File: src/rtl/seg14_pkg.sv
// Shared 14-segment glyph set, glyph->ASCII table and decoder FSM states.
// Segment order, MSB first: a b c d e f g1 g2 h i j k l m.
package seg14_pkg;

  localparam logic [6:0] SEG14_BAD_CHAR = 7'h3F;

  typedef enum logic [1:0] {HUNT, FILL, COMMIT} state_e;

  localparam logic [13:0] GL_SPACE = 14'h0000;
  localparam logic [13:0] GL_A = 14'h3BC0, GL_B = 14'h3C52, GL_C = 14'h2700, GL_D = 14'h3C12;
  localparam logic [13:0] GL_E = 14'h2780, GL_F = 14'h2380, GL_G = 14'h2F40, GL_H = 14'h1BC0;
  localparam logic [13:0] GL_I = 14'h2412, GL_J = 14'h1E00, GL_K = 14'h038C, GL_L = 14'h0700;
  localparam logic [13:0] GL_M = 14'h1B28, GL_N = 14'h1B24, GL_O = 14'h3F00, GL_P = 14'h33C0;
  localparam logic [13:0] GL_Q = 14'h3F04, GL_R = 14'h33C4, GL_S = 14'h2DC0, GL_T = 14'h2012;
  localparam logic [13:0] GL_U = 14'h1F00, GL_V = 14'h0309, GL_W = 14'h1B05, GL_X = 14'h002D;
  localparam logic [13:0] GL_Y = 14'h002A, GL_Z = 14'h2409, GL_NTILDE = 14'h3B24;
  localparam logic [13:0] GL_0 = 14'h3F09, GL_1 = 14'h1808, GL_2 = 14'h36C0, GL_3 = 14'h3C40;
  localparam logic [13:0] GL_4 = 14'h19C0, GL_5 = 14'h2584, GL_6 = 14'h2FC0, GL_7 = 14'h3800;
  localparam logic [13:0] GL_8 = 14'h3FC0, GL_9 = 14'h3DC0;

  // Returns {known, ascii}; N-tilde has no 7-bit code and is reported as '~'.
  function automatic logic [7:0] seg14_to_ascii(input logic [13:0] g);
    logic [6:0] c;
    logic       k;
    c = SEG14_BAD_CHAR;
    k = 1'b1;
    case (g)
      GL_SPACE: c = 7'h20;
      GL_A: c = 7'h41;  GL_B: c = 7'h42;  GL_C: c = 7'h43;  GL_D: c = 7'h44;
      GL_E: c = 7'h45;  GL_F: c = 7'h46;  GL_G: c = 7'h47;  GL_H: c = 7'h48;
      GL_I: c = 7'h49;  GL_J: c = 7'h4A;  GL_K: c = 7'h4B;  GL_L: c = 7'h4C;
      GL_M: c = 7'h4D;  GL_N: c = 7'h4E;  GL_O: c = 7'h4F;  GL_P: c = 7'h50;
      GL_Q: c = 7'h51;  GL_R: c = 7'h52;  GL_S: c = 7'h53;  GL_T: c = 7'h54;
      GL_U: c = 7'h55;  GL_V: c = 7'h56;  GL_W: c = 7'h57;  GL_X: c = 7'h58;
      GL_Y: c = 7'h59;  GL_Z: c = 7'h5A;  GL_NTILDE: c = 7'h7E;
      GL_0: c = 7'h30;  GL_1: c = 7'h31;  GL_2: c = 7'h32;  GL_3: c = 7'h33;
      GL_4: c = 7'h34;  GL_5: c = 7'h35;  GL_6: c = 7'h36;  GL_7: c = 7'h37;
      GL_8: c = 7'h38;  GL_9: c = 7'h39;
      default: k = 1'b0;
    endcase
    return {k, c};
  endfunction

endpackage

File: src/rtl/seg14_glyph_decode.sv
// Combinational 14-segment glyph -> ASCII decode with unknown-glyph flag.
module seg14_glyph_decode
  import seg14_pkg::*;
#(
  parameter logic [6:0] BAD_CHAR = SEG14_BAD_CHAR
) (
  input  logic [13:0] segm,
  output logic [6:0]  ascii,
  output logic        known
);

  logic [6:0] raw;

  assign {known, raw} = seg14_to_ascii(segm);
  assign ascii = known ? raw : BAD_CHAR;

endmodule

File: src/rtl/seg14_scan_decoder.sv
// Recovers ASCII frames from a multiplexed 14-segment scan (sel one-hot + segm)
// and commits whole frames to a readable buffer.
module seg14_scan_decoder
  import seg14_pkg::*;
#(
  parameter int         NUM_DIGITS = 12,
  parameter int         IDX_W      = 4,
  parameter logic [6:0] BAD_CHAR   = SEG14_BAD_CHAR
) (
  input  logic                  clk,
  input  logic                  rst_n,
  input  logic [NUM_DIGITS-1:0] sel,
  input  logic [13:0]           segm,
  input  logic [IDX_W-1:0]      rd_addr,
  output logic [6:0]            rd_char,
  output logic                  frame_valid,
  output logic                  frame_changed,
  output logic                  frame_glyph_err,
  output logic                  seq_err,
  output logic [7:0]            frame_count
);

  logic [NUM_DIGITS-1:0]       sel_q, sel_prev;
  logic [13:0]                 segm_q;
  state_e                      state, state_nx;
  logic [IDX_W-1:0]            exp_q, exp_nx, cur_exp, idx;
  logic [NUM_DIGITS-1:0][6:0]  fill, frame;
  logic                        err_q, err_nx;
  logic [6:0]                  ascii;
  logic                        known, onehot, evt, bad_sel, wr, commit, seq_nx;

  seg14_glyph_decode #(.BAD_CHAR(BAD_CHAR)) u_dec (
    .segm  (segm_q),
    .ascii (ascii),
    .known (known)
  );

  // A held sel is one event; a held bad sel likewise reports once.
  always_comb begin
    onehot  = (sel_q != '0) && ((sel_q & (sel_q - NUM_DIGITS'(1))) == '0);
    evt     = onehot && (sel_q != sel_prev);
    bad_sel = (sel_q != '0) && !onehot && (sel_q != sel_prev);
    idx     = '0;
    for (int i = 0; i < NUM_DIGITS; i++)
      if (sel_q[i]) idx = IDX_W'(i);
  end

  always_comb begin
    state_nx = state;
    exp_nx   = exp_q;
    wr       = 1'b0;
    seq_nx   = 1'b0;
    commit   = (state == COMMIT);
    cur_exp  = commit ? '0 : exp_q;
    if (bad_sel) begin
      seq_nx   = 1'b1;
      state_nx = HUNT;
    end else if (evt) begin
      if (state == HUNT) begin
        if (idx == '0) begin
          wr       = 1'b1;
          exp_nx   = IDX_W'(1);
          state_nx = FILL;
        end
      end else if (idx == cur_exp) begin
        wr = 1'b1;
        if (int'(idx) == NUM_DIGITS - 1) state_nx = COMMIT;
        else begin
          exp_nx   = idx + IDX_W'(1);
          state_nx = FILL;
        end
      end else if (idx == '0) begin
        seq_nx   = 1'b1;
        wr       = 1'b1;
        exp_nx   = IDX_W'(1);
        state_nx = FILL;
      end else begin
        seq_nx   = 1'b1;
        state_nx = HUNT;
      end
    end else if (commit) begin
      exp_nx   = '0;
      state_nx = FILL;
    end
    // Digit 0 always opens a fresh frame, so it also resets the error flag.
    err_nx = commit ? 1'b0 : err_q;
    if (wr) err_nx = ((idx == '0) ? 1'b0 : err_nx) | !known;
  end

  always_ff @(posedge clk or negedge rst_n) begin
    if (!rst_n) begin
      sel_q           <= '0;
      sel_prev        <= '0;
      segm_q          <= '0;
      state           <= HUNT;
      exp_q           <= '0;
      err_q           <= 1'b0;
      fill            <= {NUM_DIGITS{7'h20}};
      frame           <= {NUM_DIGITS{7'h20}};
      rd_char         <= '0;
      frame_valid     <= 1'b0;
      frame_changed   <= 1'b0;
      frame_glyph_err <= 1'b0;
      seq_err         <= 1'b0;
      frame_count     <= '0;
    end else begin
      sel_q           <= sel;
      segm_q          <= segm;
      sel_prev        <= sel_q;
      state           <= state_nx;
      exp_q           <= exp_nx;
      err_q           <= err_nx;
      seq_err         <= seq_nx;
      frame_valid     <= commit;
      frame_changed   <= commit && (fill != frame);
      frame_glyph_err <= commit && err_q;
      if (wr) fill[idx] <= ascii;
      if (commit) begin
        frame       <= fill;
        frame_count <= frame_count + 8'd1;
      end
      rd_char <= (int'(rd_addr) < NUM_DIGITS) ? frame[rd_addr] : 7'h20;
    end
  end

endmodule

File: config.mk
export PLATFORM = sky130hd
export DESIGN_NAME = seg14_scan_decoder
export DESIGN_NICKNAME = d
export VERILOG_FILES = /design/src/rtl/seg14_pkg.sv /design/src/rtl/seg14_glyph_decode.sv /design/src/rtl/seg14_scan_decoder.sv
export SDC_FILE = /design/constraint.sdc
export NUM_CORES = 1
export LEC_CHECK = 0
export CORE_MARGIN = 1.5
export CORE_UTILIZATION = 35
export CTS_CLUSTER_SIZE = 14
export DETAILED_ROUTE_END_ITERATION = 8
export SLEW_MARGIN = 20
export SYNTH_ARGS = -nofsm -noshare
export SYNTH_HDL_FRONTEND = slang
export SYNTH_HIERARCHICAL = 1
export SYNTH_SLANG_ARGS = --single-unit
File: constraint.sdc
create_clock -name clk -period 3.72 [get_ports clk]
set_input_delay 0.744 -clock clk [delete_from_list [all_inputs] [get_ports clk]]
set_output_delay 0.744 -clock clk [all_outputs]
set_load 0.005 [all_outputs]
==> flow_summary.json <==
{
  "viasPerCell": 5.29,
  "fp.dieW_um": 186,
  "grt_max_degree": 89,
  "drt_iter0_markers": 602,
  "fin_crit_sh_pct": 88.5,
  "grt_pass1_wl_um": 48400,
  "synthTopCellsByArea": "dfrtp_1 44%, nand2_1 8.9%, mux2_2 7.7%",
  "worstPathRequired_ns": 4.18,
  "overflow": 0,
  "cts_max_path_buffers": 3,
  "ys_ff_latch": 232,
  "async_reset_ff_share_pct": 100,
  "multi_input_area_um2": 5590,
  "start_util_pct": 35.8,
  "r2r_end": "fill[63]",
  "p_leak_nw": 6.42,
  "slowest_stage": "o211ai_1",
  "core_um2": 32700,
  "final_common_cell": "nand2_1",
  "hp-class": "primary input to asynchronous set/reset pin",
  "postRouteAntennaNets": 0,
  "pwr_density_cell_nw_per_um2": 387,
  "ys_seq_area_share_pct": 49.9,
  "diodes": 0,
  "r2r_cells": 7,
  "start_kind": "register",
  "finalSetupTns_ns": 0,
  "drive_gt1_share_pct": 19.8,
  "r2r_slack_ns": 0.43,
  "num_vias": 8318,
  "max_slew.worst_pin.slew_ns": 0.949,
  "syn_to_final_growth_pct": 15.2,
  "netlist_area_um2": 11700,
  "final_util_pct": 41.3,
  "htreeDepth": 1,
  "synth_warnings": 6,
  "hold_viol_final": 0,
  "insertion_delay_ns": 0.54,
  "grt_antenna_before_repair": 0,
  "routedWlPerCell_um": 19.7,
  "cts_made_buffers": 25,
  "cp_top_family": "compound AO/OA/AOI/OAI gates",
  "synth_edf_count": 0,
  "ctsResizeCount": 0,
  "hold_ws_ns": 0.138,
  "worst-path-max-fanout": 18,
  "final_cell_mix": "278 x nand2_1, 208 x dfrtp_1, 80 x mux2_2",
  "fmax_mhz": 304,
  "arrival_ns": 3.75,
  "yosysTopAreaCellShare_pct": 44.5,
  "stdcell_area_um2": 13500,
  "slew_headroom_pct": 36.4,
  "drc": 0,
  "dr.pass1.iters": 5,
  "nets": 1147,
  "hpwl_um": 21000,
  "cts_tree": "built",
  "skew_ns": 0.0196,
  "cp_slowest_stage_delay_ns": 0.85,
  "grt_pass1_vias": 8119,
  "post-cts-setup-buffers": 0,
  "yosys_most_used_dff": "dfrtp_1",
  "clkSlewWorstSetupHoldPaths_ns": 0.06,
  "tritoncts_num_sinks": 232,
  "cts_root_buffer": "clkbuf_16",
  "ios": 51,
  "max-vdd-ir-drop_uv": 392,
  "die_height_um": 186,
  "die_area_um2": 34600,
  "maxCapViolCount": 0,
  "syn_nets": 1109,
  "critPathCaptureType": "register",
  "rsz0062_at_grt": "false",
  "postSynthCellCount": 1072,
  "grt_use_total_pct": 18.5,
  "seqCellArea_um2": 5840,
  "finalMaxSlewViolations": 0,
  "wl_um": 31000,
  "hold_buffers": 0,
  "portBuffers": 50,
  "cp_cell_sequence": "nand4b_1, a2bb2o_1, a311oi_1, o211a_1, nand4_4, o211ai_1, mux2_2",
  "ys_types": 80,
  "rows": 66,
  "critical_path_class": "register to register",
  "place_congestion": 0.913,
  "syn_area_per_cell_um2": 10.9,
  "r2r-start": "segm_q[10]",
  "n_fill_cell": 3141,
  "place_area_um2": 12700,
  "setup_violations": 0,
  "cp.buffers_inverters": 0,
  "layout_min_cycle_time_ns": 3.29,
  "synth_area_leader_cell": "dfrtp_1",
  "status": "finished, final reports clean"
}
==> registers in the layout, summed over array words and instances, names as in the netlist <==
| register | count |
|---|---|
| sel_q | 12 |
| frame_count | 8 |
| state | 2 |
| exp_q | 4 |
| seq_err | 1 |
| frame | 84 |
| sel_prev | 12 |
| frame_changed | 1 |
| fill | 84 |
| frame_glyph_err | 1 |
| frame_valid | 1 |
| rd_char | 7 |
| err_q | 1 |
| segm_q | 14 |
==> per-layer routing <==
| layer | wire [µm] | part of all wire, % | GRT usage [%] | vias to the layer above |
|---|---|---|---|---|
| met2 | 14600 | 47 | 30.3 | 254 |
| met5 | 0 | 0 | 0 | - |
| met4 | 938 | 3.0 | 5.68 | 0 |
| li1 | - | - | - | 3838 |
| met3 | 1300 | 4.2 | 1.98 | 58 |
| met1 | 14100 | 46 | 25.7 | 4168 |
==> final cells by class <==
| type | count | area share [%] |
|---|---|---|
| Sequential cell | 232 | 43.3 |
| Timing Repair Buffer | 67 | 4.93 |
| Clock buffer | 43 | 5.81 |
| Inverter | 11 | 0.306 |
| Tap cell | 442 | 4.10 |
| Clock inverter | 3 | 0.139 |
| Multi-Input combinational cell | 773 | 41.5 |
==> power by group <==
part / switching [mW] / total, mW / internal (mW)
logic: 0.136 / 0.222 / 0.0861
registers: 0.0376 / 2.58 / 2.55
clock network: 0.997 / 2.42 / 1.42
total: 1.17 / 5.22 / 4.05
==> Yosys cell counts, types with 4 or more instances <==
master,number
nor4_1,35
xor2_1,68
xnor2_1,36
a31oi_1,7
and3_1,7
mux2_1,4
inv_1,11
or3_1,5
buf_1,7
a211oi_1,6
and2_1,5
ha_1,5
nand3_1,9
or4_1,5
nor2_1,20
nand4_1,16
nand2_1,278
nand4_4,4
clkbuf_1,39
nand3_2,5
mux2_2,80
or4_4,4
buf_2,4
nand2b_1,10
or2_2,4
o22ai_1,5
mux4_2,21
or4bb_1,4
nor4b_1,4
or4b_1,5
dfrtp_1,208
mux2i_1,9
nand3b_1,7
o21ai_0,13
dfstp_2,24
nor3_1,12
a21oi_1,13
==> stage by stage <==
stage,instances,power [mW],setup slack [ns]
final,1571,5.22,0.429
after global routing,1571,5.42,0.0677
after CTS,1570,5.29,0.351
after detailed placement,1524,2.85,0.367
after global placement,1524,2.86,0.342
after floorplan,1072,2.73,0.970
==> worst max path at each step <==
stage	from	end	slack (ns)	depth (start not counted)
CTS	segm_q[10]	fill[59]	0.35	7
global route	segm_q[10]	fill[77]	0.07	7
global placement	segm_q[10]	fill[3]	0.34	7
floorplan	sel_q[6]	fill[0]	0.97	9
finish	segm_q[10]	fill[63]	0.43	7
detailed placement	segm_q[10]	fill[59]	0.37	7
==> kinds of logic (layout without fill, tap and decap cells) <==
| logic type | Yosys count | in the layout | share of synthesized area [%] |
|---|---|---|---|
| fa+ha+maj | 6 | 6 | 0.631 |
| flops | 232 | 232 | 49.9 |
| buf+inv | 67 | 124 | 2.48 |
| simple gates | 467 | 467 | 20.7 |
| xor+xnor | 104 | 104 | 7.78 |
| mux | 114 | 114 | 12.9 |
| compound gates | 82 | 82 | 5.70 |
Note: power is estimated with default switching activity, not from simulation.
